File: src/rtl/monus_func_h_pkg.sv
// Shared constants and state encoding for the predecessor-based function blocks.
package monus_func_h_pkg;

   localparam int BW_DEFAULT = 16;

   typedef enum logic [1:0] {
      IDLE = 2'd0,
      LOAD = 2'd1,
      ITER = 2'd2,
      DONE = 2'd3
   } state_e;

endpackage

File: src/rtl/monus_func_h_p_step.sv
// Combinational saturating predecessor: y = x-1, clamped at 0, with a zero flag on y.
module operation_p_step #(
   parameter int W = 16
) (
   input  logic [W-1:0] x_i,
   output logic [W-1:0] y_o,
   output logic         zero_o
);

   always_comb begin
      y_o = (x_i == '0) ? '0 : x_i - W'(1);
      zero_o = (y_o == '0);
   end

endmodule

File: src/rtl/monus_func_h.sv
// Truncated subtraction RES = IN0 monus IN1, one predecessor step per clock.
// Optional borrow output BRW is built when MONUS_BORROW_EN is defined.
//
//  state | meaning
//  IDLE  | waiting for ST; capture operands on ST
//  LOAD  | one settling cycle; skip iteration when either operand is 0
//  ITER  | decrement ACC and CNT until either reaches 0
//  DONE  | publish RES (and BRW), pulse RD; ST here restarts immediately
module monus_func_h
   import monus_func_h_pkg::*;
#(
   parameter int BW = BW_DEFAULT
) (
   input  logic          CLK,
   input  logic          RST,
   input  logic          ST,
   output logic          RD,
   output logic [BW-1:0] RES,
   input  logic [BW-1:0] IN0,
   input  logic [BW-1:0] IN1
`ifdef MONUS_BORROW_EN
   ,
   output logic          BRW
`endif
);

   state_e        state_q;
   logic [BW-1:0] acc_q;
   logic [BW-1:0] cnt_q;
   logic [BW-1:0] res_q;
   logic          rd_q;
   logic [BW-1:0] acc_dec;
   logic [BW-1:0] cnt_dec;
   logic          acc_zero;
   logic          cnt_zero;
`ifdef MONUS_BORROW_EN
   logic          brw_q;
`endif

   operation_p_step #(.W(BW)) u_acc_step (
      .x_i    (acc_q),
      .y_o    (acc_dec),
      .zero_o (acc_zero)
   );

   operation_p_step #(.W(BW)) u_cnt_step (
      .x_i    (cnt_q),
      .y_o    (cnt_dec),
      .zero_o (cnt_zero)
   );

   always_ff @(posedge CLK) begin
      if (!RST) begin
         state_q <= IDLE;
         acc_q   <= '0;
         cnt_q   <= '0;
         res_q   <= '0;
         rd_q    <= 1'b0;
`ifdef MONUS_BORROW_EN
         brw_q   <= 1'b0;
`endif
      end else begin
         rd_q <= 1'b0;
         case (state_q)
            IDLE: begin
               if (ST) begin
                  acc_q   <= IN0;
                  cnt_q   <= IN1;
                  state_q <= LOAD;
               end
            end
            LOAD: begin
               state_q <= (cnt_q == '0 || acc_q == '0) ? DONE : ITER;
            end
            ITER: begin
               acc_q <= acc_dec;
               cnt_q <= cnt_dec;
               // Exit on whichever hits zero first; ACC reaching 0 is saturation.
               if (acc_zero || cnt_zero) state_q <= DONE;
            end
            DONE: begin
               rd_q  <= 1'b1;
               res_q <= acc_q;
`ifdef MONUS_BORROW_EN
               brw_q <= (cnt_q != '0);
`endif
               if (ST) begin
                  acc_q   <= IN0;
                  cnt_q   <= IN1;
                  state_q <= LOAD;
               end else begin
                  state_q <= IDLE;
               end
            end
            default: state_q <= IDLE;
         endcase
      end
   end

   assign RD  = rd_q;
   assign RES = res_q;
`ifdef MONUS_BORROW_EN
   assign BRW = brw_q;
`endif

endmodule

File: config.mk
export PLATFORM = sky130hd
export DESIGN_NAME = monus_func_h
export DESIGN_NICKNAME = d
export VERILOG_FILES = /design/src/rtl/monus_func_h_pkg.sv /design/src/rtl/monus_func_h_p_step.sv /design/src/rtl/monus_func_h.sv
export SDC_FILE = /design/constraint.sdc
export NUM_CORES = 1
export LEC_CHECK = 0
export ABC_CLOCK_PERIOD_IN_PS = 3550
export CORE_MARGIN = 5
export CORE_UTILIZATION = 30
export DETAILED_ROUTE_END_ITERATION = 8
export GPL_TIMING_DRIVEN = 0
export PLACE_DENSITY = 0.58
export SYNTH_ARGS = -nofsm -noshare
export SYNTH_HDL_FRONTEND = slang
export SYNTH_SLANG_ARGS = --single-unit
export TNS_END_PERCENT = 50
File: constraint.sdc
create_clock -name CLK -period 3.55 [get_ports CLK]
set_clock_uncertainty 0.15 [all_clocks]
set_input_delay 0.8875 -clock CLK [delete_from_list [all_inputs] [get_ports CLK]]
set_output_delay 0.8875 -clock CLK [all_outputs]
set_load 0.005 [all_outputs]
# Word level (Yosys, flattened, before mapping)
# Cells that the tools add are included.
# op_classes
eq_ne,6
addsub,2
n_reduce_logical,11
n_mux,12
# ops
op,n
$logic_not A16 Y1,4
$mux W16,4
$pmux W16 S2,2
$sub A16 B1 Y16 const B,2
$pmux W2 S4,1
$eq A2 B2 Y1 const B,2
$mux W2,2
$ne A2 B2 Y1 const B,2
$reduce_and A2 Y1,2
$mux W1,3
$eq A2 B1 Y1 const B,1
$logic_not A2 Y1,1
$logic_or A1 B1 Y1,2
$ne A2 B1 Y1 const B,1
$reduce_bool A2 Y1,1
$reduce_or A2 Y1,1
# totals
ff_bits,51
word_cells,36
input_bits,35
output_inout_bits,17

# Longest topological paths before layout
# logic_depth
depth_word,6
mapped_depth,11
depth_no_buf,9

# By module
# Synthesis repeated with hierarchy kept, for this count alone.
# hier_totals
cells_unflattened,395
area_unflattened_um2,3430.8
# by_module_without_submodules
module,cells_per_inst,area_per_inst_um2,instances,seq_area_each_um2
monus_func_h,225,2389.8,1,1021.0
operation_p_step (u_acc_step),86,541.8,1,0.0
operation_p_step (u_cnt_step),84,499.2,1,0.0

# Worst setup path after synthesis
# No wires, ideal clock.
# synth_timing
kind,input to register
start,in ST
end,reg cnt_q[10]
n_path_buf,2
cell_stages,6
setup_time_ps,76
required_ps,3324
path_slack_ps,1322
arrival_time_ps,2002
path_cell_list,nor2b_1 clkbuf_1 nor2_1 clkbuf_1 o21ai_0 a21boi_0
# synth_via
elab_chain_cells,2
# synth_lines
element,line_no,text
from (decl),monus_func_h.sv:16,"input logic ST,"
$ne A2 B1 Y1 (no source line),-,
$reduce_and A2 Y1 (no source line),-,
to (signal assigned),monus_func_h.sv:77,cnt_q <= cnt_dec;
to (decl),monus_func_h.sv:29,logic [BW-1:0] cnt_q;
# No other way between the ends.
# A chain may end at the register's enable or synchronous reset.

# Final worst setup path
# Ends and elaborated chain as after synthesis.

==> flow_summary.yaml <==
floorplanning:
  design.die.area_um2: 13400
  row_count: 38
  dieWidth_um: 116
  start_util_pct: 30.9
  num_io_pins: 52
  core_area_um2: 10900
  die_y_um: 116
sta:
  final.setup.tns_ns: 0
  layout_min_cycle_time_ns: 3.15
  post-route-period-util_pct: 88.8
  report.final.slew_viol_count: 0
  worstMarginPinSlew_ns: 0.738
  rsz0062_at_grt: "false"
  setup_viol: 0
  relSlewSlack_pct: 50.4
  timing.hold.ws_ns: 0.369
  fmax_mhz: 317
  report.final.hold_viol_count: 0
worst_setup_path:
  rrSetupSlack_ns: 0.62
  reg2reg_to: "acc_q[15]"
  r2r_cells: 8
  cp_data_arrival_time_ns: 3.25
  critPathLaunchType: "input pin"
  setup.worst_path.class: "in2reg"
  reg2reg_from: "state_q[0]"
  cp_max_fo: 10
  critPathCaptureType: "flip-flop"
  worstPathRequired_ns: 3.65
cells_and_area:
  areaGrowthSynthToFinish_pct: 22.8
  num_antenna_cells: 0
  drive_gt1_share_pct: 7.07
  nets: 510
job:
  drv_cap: 0
clock_network:
  clk_pin_slew_ns: 0.10
  postCtsSetupBuffers: 0
  cts_max_level: 2
  numCtsBuffers: 5
  clk_latency_ns: 0.32
  ctsResizeCount: 0
  cts.sinks: 51
  cts_root_buffer: "clkbuf_8"
  ctsHoldBuffers: 0
  cts_tree: "built"
  clockBufferDepth: 2
hold_path:
  min_to: "cnt_q[15]"
  min_path_cells: 2
  min_from: "cnt_q[15]"
  min_path_type: "reg2reg"
pwr:
  ir_drop_mv: 0.242
  total_leakage_power_nw: 1.43
  power.density_nw_per_um2: 927
synth:
  yosys_warnings: 0
  async_flop_share_pct: 0
  synth_flop_cell: "dfxtp_1"
  avgSynthCellArea_um2: 8.24
  yosysSeqAreaShare_pct: 30.4
  syn_area_um2: 3360
  synth_edf_count: 0
  ys_ff_latch: 51
  synth.distinct_cells: 60
  syn_inst: 408
  syn_nets: 452
routing:
  detail_route.iter0.violations: 233
  routedWlPerCell_um: 16.6
  remaining_drc_errors: 0
  wl_mm: 10.1
  via_count: 3200
  drtAntennaViolNets: 0
  drt_pass1_iterations: 4
  via_per_inst: 5.27
global_route:
  grt_max_degree: 15
  overflow: 0
  grt-busiest-layer: "met2"
  antenna_found_initial: 0
  grt_util_met3_pct: 2.51
  grt_usage_pct: 15.1
  grtUsageMet1_pct: 21.1
  grt_pass1_vias: 3135
  use_met2_pct: 23.4
  grt_pass1_wl_mm: 16.1
placed_design:
  dp_hpwl_mm: 7.52
  io_buffers: 51
  gp_congestion: 0.883
status:
  status: "finished, final reports clean"
==> power breakdown <==
part / switching (W) / total (W) / internal [W]
registers: 0.000199 / 0.000920 / 0.000721
logic: 0.00156 / 0.00257 / 0.00101
clock network: 0.000202 / 0.000341 / 0.000139
==> cell type report <==
type,count,area (um^2)
buffer,30,153
clock buffer,7,76.3
clock inverter,1,5.00
fill,1113,6760
inverter,10,37.5
multi-input combinational,317,2150
sequential,51,1020
tap,140,175
timing repair buffer,51,510
==> stage by stage <==
step	instance area (um^2)	power, W	cells	util (%)	setup slack [ns]
finish	4130	0.00383	607	37.9	0.396
global route	4130	0.00416	607	37.9	0.244
CTS	4130	0.00382	607	37.9	0.439
detailed placement	4050	0.00347	599	37.2	0.0988
global placement	4050	0.00343	599	37.2	0.0818
floorplan	3360	0.00283	408	-	1.32
==> layer usage <==
layer | vias up | part of all wire (%) | wire, um
met5 | - | 0 | 0
met4 | 0 | 2.1 | 212
met3 | 15 | 4.1 | 411
met2 | 81 | 45 | 4580
met1 | 1523 | 48 | 4890
li1 | 1581 | - | -
==> placed cells by master, fill, tap and decap left out, types with 4 or more instances in the layout <==
master           instances
buf_6                    4
a21oi_1                 26
o21ai_0                 27
nor3_1                   8
inv_1                   10
a21boi_0                15
mux2i_1                 20
xnor2_1                  7
dfxtp_1                 51
ha_1                     9
and2_1                   5
o221ai_1                 5
nor4_1                   5
clkbuf_8                 5
clkdlybuf4s50_1         51
o211ai_1                16
nand3_1                  9
nand3b_1                 5
buf_2                    5
nor2_1                  23
nor2b_1                 30
clkbuf_1                19
a31oi_1                  4
nand2_1                 38
xor2_1                  13
nand4_1                  6
a211oi_1                 4
==> Yosys cell counts, types with 4 or more instances <==
| master | count | area [um^2] |
|---|---|---|
| clkbuf_1 | 17 | 63.8 |
| o221ai_1 | 5 | 43.8 |
| and2_1 | 5 | 31.3 |
| nand2_1 | 38 | 143 |
| a211oi_1 | 4 | 30.0 |
| mux2i_1 | 20 | 200 |
| o211ai_1 | 16 | 120 |
| nand3b_1 | 5 | 37.5 |
| nor4_1 | 5 | 31.3 |
| nor3_1 | 8 | 40.0 |
| buf_6 | 4 | 45.0 |
| nand3_1 | 9 | 45.0 |
| nor2_1 | 23 | 86.3 |
| inv_1 | 10 | 37.5 |
| buf_2 | 5 | 25.0 |
| o21ai_0 | 27 | 135 |
| ha_1 | 9 | 113 |
| dfxtp_1 | 51 | 1020 |
| xor2_1 | 13 | 114 |
| xnor2_1 | 7 | 61.3 |
| nand4_1 | 6 | 37.5 |
| a31oi_1 | 4 | 25.0 |
| nor2b_1 | 30 | 188 |
| a21oi_1 | 26 | 130 |
| a21boi_0 | 15 | 113 |
==> state kept, by name, summed over array words and instances (netlist names) <==
register	cells
RD	1
RES	16
acc_q	16
cnt_q	16
state_q	2
==> worst max-delay path by stage <==
stage          startpoint   endpoint  cells after the start
6_report               ST  cnt_q[10]                      7
5_1_grt                ST   acc_q[8]                      7
4_1_cts                ST  cnt_q[10]                      7
3_5_place_dp           ST  cnt_q[10]                      7
3_3_place_gp           ST  cnt_q[10]                      7
2_1_floorplan          ST  cnt_q[10]                      6
==> cells by family (layout without fill, tap and decap cells) <==
logic type / after synthesis / count (layout) / share of synthesized area [%]
XOR/XNOR: 21 / 21 / 5.70
flip-flops: 51 / 51 / 30.4
AND/OR/NAND/NOR: 153 / 153 / 26.5
buffers and inverters: 40 / 99 / 5.66
adder cells (fa/ha/maj): 9 / 9 / 3.35
multiplexers: 20 / 20 / 5.96
AO/OA/AOI/OAI: 114 / 114 / 22.5
==> critical path: stages <==
cell and delay [ns]:
clkdlybuf4s50_1 0.53, nor2b_1 0.19, clkbuf_1 0.26, nor2_1 0.54, clkbuf_1 0.49, o21ai_0 0.18, a21boi_0 0.18
Power figures use the tool's default switching activity.
